`src/rtl/hpc3_nand_scheduler_if.sv`:
```
// Request, randomness, gadget and response bundle of the masked-NAND scheduler.
interface hpc3_nand_scheduler_if #(
    parameter int unsigned security_order = 1
);
    localparam int unsigned NS = security_order + 1;
    localparam int unsigned RW = security_order * NS;

    logic [1:0]      req_valid;
    logic [1:0]      req_ready;
    logic [2*NS-1:0] req_a;
    logic [2*NS-1:0] req_b;
    logic            rnd_valid;
    logic            rnd_ready;
    logic [RW-1:0]   rnd_data;
    logic [NS-1:0]   g_a;
    logic [NS-1:0]   g_b;
    logic [RW-1:0]   g_r;
    logic [NS-1:0]   g_c;
    logic [1:0]      rsp_valid;
    logic [1:0]      rsp_ready;
    logic [2*NS-1:0] rsp_c;

    // Environment side: requesters, randomness source, gadget and response sinks.
    modport master (
        output req_valid, req_a, req_b, rnd_valid, rnd_data, g_c, rsp_ready,
        input  req_ready, rnd_ready, g_a, g_b, g_r, rsp_valid, rsp_c
    );

    // Scheduler side.
    modport slave (
        input  req_valid, req_a, req_b, rnd_valid, rnd_data, g_c, rsp_ready,
        output req_ready, rnd_ready, g_a, g_b, g_r, rsp_valid, rsp_c
    );
endinterface

```
`src/rtl/hpc3_nand_scheduler.sv`:
```
// Two-requester scheduler for a shared masked-NAND gadget: round-robin issue
// gated on fresh randomness, a tag pipeline tracking the gadget latency, and a
// one-entry response buffer per requester. Shares are only routed, never combined.
module hpc3_nand_scheduler #(
    parameter int unsigned security_order = 1,
    parameter int unsigned LAT            = 1
) (
    input  logic                 clk,
    input  logic                 rst_n,
    hpc3_nand_scheduler_if.slave bus
);
    localparam int unsigned NS = security_order + 1;
    localparam int unsigned RW = security_order * NS;

    logic [LAT-1:0]  tag_vld_q, tag_vld_d;
    logic [LAT-1:0]  tag_id_q, tag_id_d;
    logic            ptr_q, ptr_d;
    logic [1:0]      rsp_vld_q, rsp_vld_d;
    logic [2*NS-1:0] rsp_c_q, rsp_c_d;

    logic [1:0]      inflight_c;
    logic [1:0]      free_c;
    logic [1:0]      elig_c;
    logic            issue_c;
    logic            gnt_id_c;
    logic            exit_vld_c;
    logic            exit_id_c;

    // Requesters that still have an operation inside the gadget pipeline.
    always_comb begin
        inflight_c = '0;
        for (int s = 0; s < int'(LAT); s++) begin
            if (tag_vld_q[s]) begin
                inflight_c[tag_id_q[s]] = 1'b1;
            end
        end
    end

    // Slot eligibility and round-robin pick; a lone eligible requester ignores the pointer.
    always_comb begin
        free_c   = ~inflight_c & ~rsp_vld_q;
        elig_c   = bus.req_valid & free_c;
        issue_c  = rst_n & bus.rnd_valid & (|elig_c);
        gnt_id_c = (elig_c == 2'b11) ? ptr_q : elig_c[1];
    end

    // Gadget and handshake drive, held at zero outside an issue cycle.
    always_comb begin
        bus.req_ready = '0;
        bus.rnd_ready = 1'b0;
        bus.g_a       = '0;
        bus.g_b       = '0;
        bus.g_r       = '0;
        if (issue_c) begin
            bus.req_ready[gnt_id_c] = 1'b1;
            bus.rnd_ready           = 1'b1;
            bus.g_a = gnt_id_c ? bus.req_a[NS +: NS] : bus.req_a[0 +: NS];
            bus.g_b = gnt_id_c ? bus.req_b[NS +: NS] : bus.req_b[0 +: NS];
            bus.g_r = bus.rnd_data;
        end
    end

    // Next state: tag shift, response capture/release, pointer advance.
    always_comb begin
        tag_vld_d  = (tag_vld_q << 1) | LAT'(issue_c);
        tag_id_d   = (tag_id_q << 1) | LAT'(gnt_id_c);
        exit_vld_c = tag_vld_q[LAT-1];
        exit_id_c  = tag_id_q[LAT-1];
        rsp_vld_d  = rsp_vld_q;
        rsp_c_d    = rsp_c_q;
        for (int i = 0; i < 2; i++) begin
            if (exit_vld_c && (exit_id_c == 1'(i))) begin
                rsp_vld_d[i]           = 1'b1;
                rsp_c_d[i*NS +: NS]    = bus.g_c;
            end else if (rsp_vld_q[i] && bus.rsp_ready[i]) begin
                // Clearing the data keeps result shares off the bus while idle.
                rsp_vld_d[i]           = 1'b0;
                rsp_c_d[i*NS +: NS]    = '0;
            end
        end
        ptr_d = issue_c ? ~gnt_id_c : ptr_q;
    end

    // State registers; reset drops in-flight tags and buffered results silently.
    always_ff @(posedge clk or negedge rst_n) begin
        if (!rst_n) begin
            tag_vld_q <= '0;
            tag_id_q  <= '0;
            ptr_q     <= 1'b0;
            rsp_vld_q <= '0;
            rsp_c_q   <= '0;
        end else begin
            tag_vld_q <= tag_vld_d;
            tag_id_q  <= tag_id_d;
            ptr_q     <= ptr_d;
            rsp_vld_q <= rsp_vld_d;
            rsp_c_q   <= rsp_c_d;
        end
    end

    assign bus.rsp_valid = rsp_vld_q;
    assign bus.rsp_c     = rsp_c_q;

endmodule

```
`src/flat_wrapper.sv`:
```
// flat-port wrapper written by rule: the top's interface ports become plain ports
module hpc3_nand_scheduler_flat 
#(
    parameter int unsigned security_order = 1,
    parameter int unsigned LAT            = 1
)
  (clk, rst_n, bus_req_valid, bus_req_a, bus_req_b, bus_rnd_valid, bus_rnd_data, bus_g_c, bus_rsp_ready, bus_req_ready, bus_rnd_ready, bus_g_a, bus_g_b, bus_g_r, bus_rsp_valid, bus_rsp_c);
  hpc3_nand_scheduler_if #(.security_order(security_order)) bus_i ();
  input  logic clk;
  input  logic rst_n;
  input wire logic [$bits(bus_i.req_valid)-1:0] bus_req_valid;
  input wire logic [$bits(bus_i.req_a)-1:0] bus_req_a;
  input wire logic [$bits(bus_i.req_b)-1:0] bus_req_b;
  input wire logic [$bits(bus_i.rnd_valid)-1:0] bus_rnd_valid;
  input wire logic [$bits(bus_i.rnd_data)-1:0] bus_rnd_data;
  input wire logic [$bits(bus_i.g_c)-1:0] bus_g_c;
  input wire logic [$bits(bus_i.rsp_ready)-1:0] bus_rsp_ready;
  output wire logic [$bits(bus_i.req_ready)-1:0] bus_req_ready;
  output wire logic [$bits(bus_i.rnd_ready)-1:0] bus_rnd_ready;
  output wire logic [$bits(bus_i.g_a)-1:0] bus_g_a;
  output wire logic [$bits(bus_i.g_b)-1:0] bus_g_b;
  output wire logic [$bits(bus_i.g_r)-1:0] bus_g_r;
  output wire logic [$bits(bus_i.rsp_valid)-1:0] bus_rsp_valid;
  output wire logic [$bits(bus_i.rsp_c)-1:0] bus_rsp_c;
  assign bus_i.req_valid = bus_req_valid;
  assign bus_i.req_a = bus_req_a;
  assign bus_i.req_b = bus_req_b;
  assign bus_i.rnd_valid = bus_rnd_valid;
  assign bus_i.rnd_data = bus_rnd_data;
  assign bus_i.g_c = bus_g_c;
  assign bus_i.rsp_ready = bus_rsp_ready;
  assign bus_req_ready = bus_i.req_ready;
  assign bus_rnd_ready = bus_i.rnd_ready;
  assign bus_g_a = bus_i.g_a;
  assign bus_g_b = bus_i.g_b;
  assign bus_g_r = bus_i.g_r;
  assign bus_rsp_valid = bus_i.rsp_valid;
  assign bus_rsp_c = bus_i.rsp_c;
  hpc3_nand_scheduler #(.security_order(security_order), .LAT(LAT)) u_core (.clk(clk), .rst_n(rst_n), .bus(bus_i));
endmodule
```
`config.mk`:
```
export PLATFORM = sky130hd
export DESIGN_NAME = hpc3_nand_scheduler_flat
export DESIGN_NICKNAME = d
export VERILOG_FILES = /design/src/rtl/hpc3_nand_scheduler_if.sv /design/src/rtl/hpc3_nand_scheduler.sv /design/src/flat_wrapper.sv
export SDC_FILE = /design/constraint.sdc
export NUM_CORES = 1
export LEC_CHECK = 0
export ABC_CLOCK_PERIOD_IN_PS = 1500
export BUFFER_PORTS_ARGS = -buffer_cell sky130_fd_sc_hd__buf_4
export CAP_MARGIN = 40
export CELL_PAD_IN_SITES_DETAIL_PLACEMENT = 2
export CELL_PAD_IN_SITES_GLOBAL_PLACEMENT = 2
export CORE_ASPECT_RATIO = 0.7
export CORE_MARGIN = 5
export CORE_UTILIZATION = 22
export CTS_BUF_LIST = sky130_fd_sc_hd__clkbuf_16
export CTS_CLUSTER_SIZE = 28
export DETAILED_ROUTE_END_ITERATION = 6
export GPL_TIMING_DRIVEN = 1
export MAX_ROUTING_LAYER = met4
export PLACE_DENSITY_LB_ADDON = 0.05
export SYNTH_ARGS = -nofsm -noshare
export SYNTH_HDL_FRONTEND = slang
export SYNTH_SLANG_ARGS = --single-unit
```
`constraint.sdc`:
```
create_clock -name clk -period 1.5 [get_ports clk]
set_input_delay 0.15 -clock clk [delete_from_list [all_inputs] [get_ports clk]]
set_output_delay 0.15 -clock clk [all_outputs]
set_load 0.02 [all_outputs]
```
## Word-level counts from Yosys, hierarchy flattened

Index checks and enable logic that the tools add are counted.

- Output and inout port bits: 15
- Memories: 0
- Input port bits: 19
- Register bits after elaboration: 9
- Latch bits: 0
- Bits in read-only memories: 0
- Word-level logic and storage cells: 50
- Bits in writable memories: 0

- Shift-type cells: 0
- $lt $le $gt $ge: 4
- Equality and inequality tests: 1
- Div/mod/pow operators: 0
- Bitwise operators: 8
- Mux-type cells: 21
- Multiply operators: 0
- Add/sub/neg operators: 0
- Reduce and logical (&&, ||, !) cells: 9

Operators by type and width:

| operator | count |
|---|---|
| two-way mux 2 bit | 11 |
| two-way mux 1 bit | 8 |
| logical AND 1 bit | 6 |
| bitwise AND 2 bit | 2 |
| less-than comparator 1 x 2 -> 1 bit (second input constant) | 2 |
| NOT 2 bit | 2 |
| nonzero test 2 bit | 2 |
| bitwise AND 1 bit | 2 |
| demux 1 bit (select 1 bit) | 2 |
| == test 2 bit (second input constant) | 1 |
| >= comparator 1 bit (second input constant) | 2 |
| NOT 1 bit | 2 |
| OR reduction 2 bit | 1 |

## Logic depth before layout (Yosys ltp)

Gate-level depths: netlist of run 1.

- Depth in word-level cells: 15
- Depth in mapped cells: 4

## Worst setup path after synthesis of run 1

Ideal clock, no wire load.

- Path kind: reg2out
- From: reg u_core.rsp_vld_q[0], in the netlist u_core.bus.rsp_valid[0]
- To: out bus_g_r[0]
- Setup slack: -270 ps
- Arrival time: 1,620 ps
- Cell stages (with the launch flop): 5
- Buffers on the path: 0
- Path through: dfrtp_1 -> nand2b_4 -> o21a_1 -> a211oi_2 -> and2_1

- Cells in the longest elaborated chain, start to end: 6

Ends and longest elaborated chain:

| what | line | text |
|---|---|---|
| start: declaration | hpc3_nand_scheduler.sv:18 | `logic [1:0] rsp_vld_q, rsp_vld_d;` |
| start signal: assignment | hpc3_nand_scheduler.sv:96 | `rsp_vld_q <= rsp_vld_d;` |
| NOT 2 bit | hpc3_nand_scheduler.sv:41 | `free_c = ~inflight_c & ~rsp_vld_q;` |
| bitwise AND 2 bit | hpc3_nand_scheduler.sv:41 |  |
| bitwise AND 2 bit | hpc3_nand_scheduler.sv:42 | `elig_c = bus.req_valid & free_c;` |
| OR reduction 2 bit | hpc3_nand_scheduler.sv:43 | `issue_c = rst_n & bus.rnd_valid & (\|elig_c);` |
| bitwise AND 1 bit | hpc3_nand_scheduler.sv:43 |  |
| two-way mux 2 bit | hpc3_nand_scheduler.sv:54 | `if (issue_c) begin` |
| end: declaration | flat_wrapper.sv:22 | `output wire logic [$bits(bus_i.g_r)-1:0] bus_g_r;` |

Every way passes these cells.

## Worst setup path after layout of run 1

- From: reg u_core.tag_vld_q, in the netlist u_core.exit_vld_c
- To: out bus_g_a[0]

- Cells in the longest elaborated chain, start to end: 8
- Elaborated cells between the ends (all ways): 10
- Classes of those cells: eq/ne (1); mux (4); bitwise (4); reduce/logical (1)

Ends and longest elaborated chain:

| what | line | text |
|---|---|---|
| start: declaration | hpc3_nand_scheduler.sv:15 | `logic [LAT-1:0] tag_vld_q, tag_vld_d;` |
| start signal: assignment | hpc3_nand_scheduler.sv:93 | `tag_vld_q <= tag_vld_d;` |
| two-way mux 2 bit * | hpc3_nand_scheduler.sv:33 | `if (tag_vld_q[s]) begin` |
| NOT 2 bit * | hpc3_nand_scheduler.sv:41 |  |
| bitwise AND 2 bit * | hpc3_nand_scheduler.sv:41 |  |
| bitwise AND 2 bit * | hpc3_nand_scheduler.sv:42 |  |
| == test 2 bit | hpc3_nand_scheduler.sv:44 | `gnt_id_c = (elig_c == 2'b11) ? ptr_q : elig_c[1];` |
| two-way mux 1 bit | hpc3_nand_scheduler.sv:44 |  |
| two-way mux 2 bit | hpc3_nand_scheduler.sv:57 | `bus.g_a = gnt_id_c ? bus.req_a[NS +: NS] : bus.req_a[0 +: NS];` |
| two-way mux 2 bit * | hpc3_nand_scheduler.sv:54 |  |
| end: declaration | flat_wrapper.sv:20 | `output wire logic [$bits(bus_i.g_a)-1:0] bus_g_a;` |

Every way passes the cells marked *; elsewhere a longest branch is shown, timed or not.

==> results of run 1 <==
## cells in the final DEF (no fill, tap or decap), drive strengths merged
cell type,synthesis,routed
nor3,3,3
nor4,2,2
a21o,2,2
clkbuf,0,3
nand2,1,1
dlygate4sd3,0,1
nand2b,2,2
nor2b,1,1
buf,1,50
o21a,1,1
o21bai,1,1
a211oi,1,1
a22o,8,8
inv,3,4
and2,3,3
dfrtp,9,9
a21oi,2,2
## layer usage
layer | share of wire [%] | track usage (%)
met4 | 1.2 | 6.08
met3 | 7.8 | 5.99
met1 | 38 | 16.2
met5 | 0 | -
met2 | 53 | 24.5
## synthesized netlist by cell type, drive strengths merged
cell type	count
dfrtp	9
a22o	8
and2	3
inv	3
nor3	3
a21o	2
a21oi	2
nand2b	2
nor4	2
a211oi	1
buf	1
nand2	1
nor2b	1
o21a	1
o21bai	1
## cell type report
type	instances	area, um2
fillers	228	1060
multi-input cells	27	283
inverters	3	11.3
flip-flops and latches	9	228
repair buffers	51	435
clock buffers	3	75.1
clock inverters	1	3.75
well taps	32	40.0
## through the flow
| step | hold slack (ns) | cell area, um2 | setup slack [ns] | instances | utilization [%] |
|---|---|---|---|---|---|
| detailed placement | 0.0832 | 837 | -0.0457 | 111 | 39.2 |
| global placement | 0.0831 | 837 | 0.0129 | 111 | 39.2 |
| finish | 0.167 | 1080 | -0.283 | 126 | 50.4 |
| CTS | 0.164 | 1010 | -0.218 | 121 | 47.4 |
| global route | 0.161 | 1080 | -0.333 | 126 | 50.4 |
| floorplan | -0.146 | 508 | -0.140 | 40 | - |
## worst max-delay path, delay by kind of cell, from the launching register on
| kind | cells | cell delay (ns) |
|---|---|---|
| simple gates | 2 | 0.47 |
| flops | 1 | 0.45 |
| buf+inv | 2 | 0.30 |
| compound gates | 1 | 0.16 |
## logic make-up after synthesis
| family | count (synthesis) | share of synthesized area, % |
|---|---|---|
| compound gates | 15 | 25.4 |
| buf+inv | 4 | 4.62 |
| flops | 9 | 46.2 |
| simple gates | 12 | 23.8 |
## repair_timing
item | in CTS | in global routing
pin swaps | 9 | 5
hold endpoints to repair | 9 | 0
endpoints found under the setup margin | 9 | 11
setup buffers | 6 | 6
hold buffers | 1 | 0
gates resized for setup | 13 | 4
## registers in the layout, summed over array words and instances (netlist names)
| signal | count |
|---|---|
| u_core.ptr_q | 1 |
| u_core.exit_id_c | 1 |
| u_core.bus.rsp_valid | 2 |
| u_core.exit_vld_c | 1 |
| u_core.bus.rsp_c | 4 |
## how the worst max path moves through the flow
| stage | startpoint | end |
|---|---|---|
| after CTS | u_core.exit_vld_c$_DFF_PN0_ | bus_g_r[0] |
| after global routing | u_core.exit_vld_c$_DFF_PN0_ | bus_g_a[0] |
| after global placement | u_core.bus.rsp_valid[0]$_DFFE_PN0P_ | bus_g_a[1] |
| after floorplan | u_core.exit_vld_c$_DFF_PN0_ | bus_g_a[0] |
| after detailed placement | u_core.bus.rsp_valid[0]$_DFFE_PN0P_ | bus_g_a[0] |
| final | u_core.exit_vld_c$_DFF_PN0_ | bus_g_a[0] |
## power by group
group / switching, uW / leakage [uW] / internal [uW] / total [uW]
Sequential: 40.1 / 0.000114 / 292 / 332
Clock: 115 / 0.0000423 / 348 / 463
Combinational: 192 / 0.000384 / 211 / 403
==> flow_metrics.tcl, run 1 <==
set metrics [dict create \
    synthToLayoutAreaGrowth_pct 121 \
    grt_pass1_vias 625 \
    die-area_mm2 0.00328 \
    endpoint_kind "primary output" \
    drt-pass1-iter-count 2 \
    cpPeakStageDelay_ns 0.45 \
    status "finished, violations left" \
    finalMaxSlewViolations 0 \
    grt_start_max_net_pins 10 \
    layout-drive-gt1-share_pct 72.3 \
    vias 550 \
    grt-ovfl-total 0 \
    hold_depth 2 \
    grt_pass1_wl_mm 3.40 \
    fin_ws_ns -0.283 \
    worst_slew_pin_slew_ns 0.310 \
    crit_arrival_ns 1.63 \
    htreeDepth 1 \
    grt_usage_pct 15.0 \
    detail_route.iter0.violations 7 \
    skew_ns 0.00214 \
    r2r-start "u_core.exit_vld_c$_DFF_PN0_" \
    antenna_cells 0 \
    grt_setup_unrepaired "true" \
    hp-class "input port to flop" \
    seq_area_frac_synth_pct 46.2 \
    crit_fanout 5 \
    netlist_area_um2 488 \
    fin_crit_sh_pct 119 \
    synth_cells 40 \
    cp_cell_sequence "and2_4, nor4_4, buf_4, a22o_1, buf_6" \
    violations "negative setup slack" \
    io_pins 34 \
    antenna_found_initial 0 \
    nNetsFinal 114 \
    period_needed_ns 1.78 \
    worstHoldStart "bus_g_c[1]" \
    min_to "u_core.bus.rsp_c[1]$_DFFE_PN0P_" \
    hpwlAfterDp_mm 1.55 \
    max_freq_mhz 561 \
    die_w_um 66.3 \
    synth_seq_cells 9 \
    initial_utilization_pct 22.8 \
    syn_area_per_cell_um2 12.2 \
    hold_viol 0 \
    reg2reg_depth 6 \
    yosysWarnings 0 \
    start_kind "flop" \
    numCtsBuffers 3 \
    maxCapViolCount 0 \
    p_per_area_mw_per_mm2 1110 \
    synth_top_cell_by_area "dfrtp_1" \
    viasPerCell 4.37 \
    synth_cell_types 18 \
    placementRows 14 \
    fin_setup_tns_ns -2.14 \
    cts_tree "built" \
    wl_mm 2.22 \
    slew_headroom_pct 79.3 \
    required_ns 1.35 \
    gp_congestion 0.660 \
    syn_nets 59 \
    antenna_left 0 \
    die_h_um 49.4 \
    post_drt_wl_per_cell_um 17.6 \
    r2r_end "u_core.ptr_q$_DFFE_PN0P_" \
    r2r_slack_ns -0.01 \
    core_area_mm2 0.00214 \
    p_total_uw 1200 \
    cts_num_sinks 9 \
    path_clk_slew_ns 0.04 \
    clk_latency_ns 0.23 \
    setup_viol 10 \
    synthTopCellsByArea "dfrtp_1 (46%), a22o_1 (14%), nor4_4 (8.7%), nor3_1 (3.1%), nand2b_4 (2.8%)" \
    critical-path-slowest-cell "dfrtp_2" \
    power.leakage_uw 0.000540 \
    cts_buffer_depth 2 \
    numPortBuffers 33 \
    cts_root_buffer "clkbuf_16" \
    drc_errors 0 \
    synth_top_cell_area_share_pct 46.2 \
    irDropWorstVdd_mv 0.643 \
    worstSetupPathType "flop to primary output" \
]
Note: power is estimated with default switching activity, not from simulation.
==> run 2, diff against run 1 <==
--- a/config.mk
+++ b/config.mk
@@ -18,7 +18,8 @@
 export DETAILED_ROUTE_END_ITERATION = 6
 export GPL_TIMING_DRIVEN = 1
 export MAX_ROUTING_LAYER = met4
-export PLACE_DENSITY_LB_ADDON = 0.05
+export PLACE_DENSITY = 0.74
 export SYNTH_ARGS = -nofsm -noshare
 export SYNTH_HDL_FRONTEND = slang
 export SYNTH_SLANG_ARGS = --single-unit
+export TNS_END_PERCENT = 50
==> run 2 against run 1 <==
- the run still ends with negative setup slack left
- flip-flop and latch count unchanged
- clock power grew 2%
- hold slack got worse by 0.013 ns
- combinational power fell by 9.7%
- clock skew down 0.00067 ns
- clock-buffer cell count unchanged
- utilization down 4.2 points
- cell area down 8.3%
- sequential power decreased by 2%
- worst setup slack gained 0.060 ns
- die area did not move
- critical path type unchanged
- critical endpoint is now bus_g_b[1]
- highest routed layer unchanged
==> flow_metrics.tcl, run 2 (synthesized netlist as in run 1, its figures left out) <==
set metrics [dict create \
    drc_errors 0 \
    wl_met3_um 55 \
    crit_arrival_ns 1.57 \
    cts_num_sinks 9 \
    grt_setup_unrepaired "true" \
    m1WireLength_um 775 \
    cts_buffer_depth 2 \
    p_sw_share_pct 28.7 \
    grt-ovfl-total 0 \
    wl_met2_mm 1.21 \
    power_frac_comb_pct 31.4 \
    placementRows 14 \
    skew_ns 0.00147 \
    cp_cell_sequence "and2_4, nor4_4, a22o_1, buf_6" \
    critical-path-slowest-cell "dfrtp_1" \
    crit_fanout 5 \
    max_freq_mhz 580 \
    cts_root_buffer "clkbuf_16" \
    layout.cells.most_common "buf_4" \
    initial_utilization_pct 22.8 \
    layout-drive-gt1-share_pct 66.3 \
    grt_start_max_net_pins 10 \
    antenna_cells 0 \
    synthToLayoutAreaGrowth_pct 102 \
    fin_setup_tns_ns -1.50 \
    maxCapViolCount 0 \
    hold_depth 2 \
    p_switching_uw 333 \
    grt_pass1_wl_mm 3.29 \
    worstHoldStart "bus_g_c[0]" \
    most-common-layout-cells "buf_4 (35), a22o_1 (8), dfrtp_1 (8)" \
    placed_area_um2 822 \
    grt_pass1_vias 660 \
    period_needed_ns 1.72 \
    grt_usage_pct 14.4 \
    setup_viol 9 \
    critPathBufInv 1 \
    antenna_left 0 \
    clkPwrFrac_pct 40.6 \
    crit_family "simple AND/OR/NAND/NOR gates" \
    p_per_area_mw_per_mm2 1170 \
    p_int_uw 826 \
    htreeDepth 1 \
    viasPerCell 4.35 \
    die-area_mm2 0.00328 \
    power.leakage_uw 0.000494 \
    slew_headroom_pct 76.7 \
    status "finished, violations left" \
    clk_latency_ns 0.23 \
    placed_cells 109 \
    drt-pass1-iter-count 2 \
    hp-class "input port to flop" \
    finalMaxSlewViolations 0 \
    fin_ws_ns -0.223 \
    p_seq_share_pct 28.0 \
    worst_slew_pin_slew_ns 0.347 \
    r2r_slack_ns 0.15 \
    r2r_end "u_core.ptr_q$_DFFE_PN0P_" \
    die_w_um 66.3 \
    vias 513 \
    hpwlAfterDp_mm 1.53 \
    irDropWorstVdd_mv 0.799 \
    die_h_um 49.4 \
    stdcell_count 118 \
    numCtsBuffers 3 \
    nNetsFinal 106 \
    start_kind "flop" \
    endpoint_kind "primary output" \
    r2r-start "u_core.exit_vld_c$_DFF_PN0_" \
    largest_reg_flops 4 \
    hold_viol 0 \
    core_area_mm2 0.00214 \
    reg2reg_depth 5 \
    gp_congestion 0.749 \
    required_ns 1.35 \
    pre_cts_ws_ns -0.0233 \
    post_drt_wl_per_cell_um 17.4 \
    wl_mm 2.05 \
    path_clk_slew_ns 0.04 \
    top_layer "met4" \
    numPortBuffers 33 \
    antenna_found_initial 0 \
    stdcell_area_um2 987 \
    worstSetupPathType "flop to primary output" \
    violations "negative setup slack" \
    detail_route.iter0.violations 5 \
    fin_crit_sh_pct 115 \
    min_to "u_core.bus.rsp_c[2]$_DFFE_PN0P_" \
    cts_tree "built" \
    cpPeakStageDelay_ns 0.40 \
    io_pins 34 \
]
==> run 2: cell count changes in the layout (fill, tap and decap cells not counted) <==
cell / delta
and2_2: +1
and2_4: -1
buf_4: -4
buf_6: -4
dfrtp_1: +1
dfrtp_2: -1
inv_1: +1
inv_2: -1
nor3_1: +1
nor3_4: -1
==> run 2: area by class of cell <==
class | instances | area (um2)
timing repair buffer | 43 | 360
multi-input combinational | 27 | 270
clock buffer | 3 | 75.1
fill | 248 | 1150
tap | 32 | 40.0
clock inverter | 1 | 3.75
inverter | 3 | 11.3
sequential | 9 | 226
==> run 2: how the worst max path moves through the flow <==
stage	start	to	slack, ns	depth (start not counted)
after CTS	u_core.exit_vld_c$_DFF_PN0_	bus_g_a[0]	-0.24	4
after global placement	u_core.exit_vld_c$_DFF_PN0_	bus_g_a[0]	0.02	4
final	u_core.exit_vld_c$_DFF_PN0_	bus_g_b[1]	-0.22	4
after floorplan	u_core.exit_vld_c$_DFF_PN0_	bus_g_a[0]	-0.14	4
after global routing	u_core.exit_vld_c$_DFF_PN0_	bus_g_b[0]	-0.32	4
after detailed placement	u_core.exit_vld_c$_DFF_PN0_	bus_g_a[0]	-0.02	4
==> run 2: power by group through the flow <==
| stage | clock network (uW) | registers, uW | logic, uW |
|---|---|---|---|
| 6_report | 470 | 325 | 364 |
| 5_1_grt | 501 | 330 | 390 |
| 4_1_cts | 478 | 324 | 367 |
| 3_5_place_dp | 0 | 324 | 336 |
| 3_3_place_gp | 0 | 323 | 328 |
| 2_1_floorplan | 0 | 364 | 129 |
==> run 2: stage by stage <==
stage	utilization, %	hold WS, ns	total power, uW
2_1_floorplan	-	-0.146	494
3_3_place_gp	38.5	0.0847	651
3_5_place_dp	38.5	0.0868	660
4_1_cts	46.0	0.157	1170
5_1_grt	46.2	0.165	1220
6_report	46.2	0.154	1160
==> run 2: metal layers <==
layer | vias up | global-route usage [%]
li1 | 239 | -
met1 | 260 | 14.7
met2 | 12 | 26.4
met3 | 2 | 4.84
met4 | 0 | 3.04
met5 | - | -
==> run 2: what timing repair did <==
| item | CTS | global route |
|---|---|---|
| gates cloned | 0 | 0 |
| hold endpoints to repair | 9 | 0 |
| hold buffers | 1 | 0 |
| pin swaps | 4 | 1 |
| resized for setup | 7 | 1 |
| setup endpoints to repair | 9 | 9 |
| buffers inserted | 4 | 0 |
==> run 3, diff against run 2 <==
==> constraint.sdc (replaced) <==
create_clock -name clk -period 1.5 [get_ports clk]
set_input_delay 0 -clock clk [delete_from_list [all_inputs] [get_ports clk]]
set_output_delay 0 -clock clk [all_outputs]
set_load 0.02 [all_outputs]
==> run 3 against run 2 <==
- sequential share of layout area up 0.60 points
- clock skew up 0.0016 ns
- worst setup slack better by 0.12 ns
- register-to-register slack worse by 0.04 ns
- routed wire length down 1.6%
- combinational power down 3%
- hold slack worse by 0.15 ns
- sequential power about the same
- the run still ends with negative setup slack left
- largest cell class unchanged
- fmax up 7.5%
- flip-flop and latch count unchanged
- utilization down 1.2 points
- highest routed layer unchanged
==> flow_metrics.tcl, run 3 (synthesized netlist as in run 1, its figures left out) <==
set metrics [dict create \
    die_h_um 49.4 \
    skew_ns 0.00307 \
    post_drt_wl_per_cell_um 17.3 \
    maxCapViolCount 0 \
    drt-pass1-iter-count 4 \
    gp_congestion 0.680 \
    placed_cells 105 \
    fillers 228 \
    hp-class "input port to flop" \
    hpwlAfterDp_mm 1.46 \
    cts_buffer_depth 2 \
    cts_root_buffer "clkbuf_16" \
    die_w_um 66.3 \
    setup_viol 7 \
    wl_mm 2.02 \
    power.leakage_uw 0.000485 \
    layout-drive-gt1-share_pct 64.7 \
    grt-ovfl-total 0 \
    placed_area_um2 781 \
    p_per_area_mw_per_mm2 1200 \
    finalMaxSlewViolations 0 \
    path_clk_slew_ns 0.04 \
    synthToLayoutAreaGrowth_pct 97.2 \
    grt_start_max_net_pins 10 \
    drc_errors 0 \
    placementRows 14 \
    crit_fanout 5 \
    viasPerCell 4.30 \
    vias 503 \
    max_freq_mhz 624 \
    numPortBuffers 33 \
    clk_latency_ns 0.24 \
    status "finished, violations left" \
    violations "negative setup slack" \
    antenna_left 0 \
    irDropWorstVdd_mv 0.553 \
    p_total_uw 1150 \
    largest_reg_flops 4 \
    io_pins 34 \
    numCtsBuffers 3 \
    nNetsFinal 105 \
    worstSetupPathType "flop to primary output" \
    most-common-layout-cells "buf_4 (34), a22o_1 (8), dfrtp_1 (8)" \
    grt_usage_pct 14.4 \
    hold_slack_ns 0.00369 \
    grt_pass1_vias 617 \
    post-route-util_pct 45.0 \
    htreeDepth 1 \
    antenna_cells 0 \
    slew_headroom_pct 69.3 \
    cts_tree "built" \
    stdcell_count 117 \
    cts_num_sinks 9 \
    fin_crit_sh_pct 107 \
    antenna_found_initial 0 \
    start_kind "flop" \
    fin_ws_ns -0.103 \
    grt_setup_unrepaired "true" \
    initial_utilization_pct 22.8 \
    layout.cells.most_common "buf_4" \
    crit_arrival_ns 1.60 \
    die-area_mm2 0.00328 \
    required_ns 1.50 \
    detail_route.iter0.violations 3 \
    period_needed_ns 1.60 \
    worst_slew_pin_slew_ns 0.459 \
    endpoint_kind "primary output" \
    grt_pass1_wl_mm 3.28 \
    stdcell_area_um2 962 \
    core_area_mm2 0.00214 \
    hold_viol 0 \
]
-- run 3: worst paths after layout --
path                                                       from  cells past startpoint                         endpoint  slack (ns)
worst max-delay path                u_core.exit_vld_c$_DFF_PN0_                      5                       bus_g_r[1]       -0.10
worst min-delay path                                 bus_g_c[0]                      2  u_core.bus.rsp_c[0]$_DFFE_PN0P_       0.004
worst max register to register      u_core.exit_vld_c$_DFF_PN0_                      5         u_core.ptr_q$_DFFE_PN0P_        0.11
worst min register to register  u_core.bus.rsp_c[0]$_DFFE_PN0P_                      1  u_core.bus.rsp_c[0]$_DFFE_PN0P_        0.51
max in group asynchronous                                 rst_n                      2      u_core.exit_vld_c$_DFF_PN0_        0.90
min in group asynchronous                                 rst_n                      2       u_core.exit_id_c$_DFF_PN0_        0.26
-- run 3: layout make-up --
type	instances	area (um2)	area share, %
flip-flops and latches	9	226	23.5
repair buffers	42	344	35.8
well taps	32	40.0	4.16
clock buffers	3	75.1	7.80
clock inverters	1	3.75	0.390
inverters	3	11.3	1.17
multi-input cells	27	262	27.2
-- run 3: timing repair --
item,in CTS,in global routing
pin swaps,3,6
endpoints found under the setup margin,9,8
setup buffers,7,1
hold buffers,1,0
endpoints found under the hold margin,9,0
resized for setup,7,4
-- run 3: layer usage --
metal | up-vias | global-route usage, % | wire (um)
li1 | 237 | - | -
met1 | 252 | 15.8 | 823
met2 | 12 | 24.5 | 1130
met3 | 2 | 4.84 | 61
met4 | 0 | 4.05 | 9
met5 | - | - | 0
-- run 3: where the power goes --
part	internal, uW	switching, uW
registers	291	35.2
logic	180	173
clock network	349	126
total	820	334
-- run 3: critical path, cell delays in order (launching register included) --
cell	delay (ns)
dfrtp_2	0.44
nor2b_4	0.16
o21a_1	0.20
a211oi_4	0.24
and2_2	0.19
buf_4	0.14
-- run 3: per-stage QoR --
step           TNS, ns  setup WS, ns
3_3_place_gp         0         0.108
6_report        -0.484        -0.103
2_1_floorplan        0       0.00435
4_1_cts         -0.524        -0.118
5_1_grt          -1.20        -0.174
3_5_place_dp         0         0.105
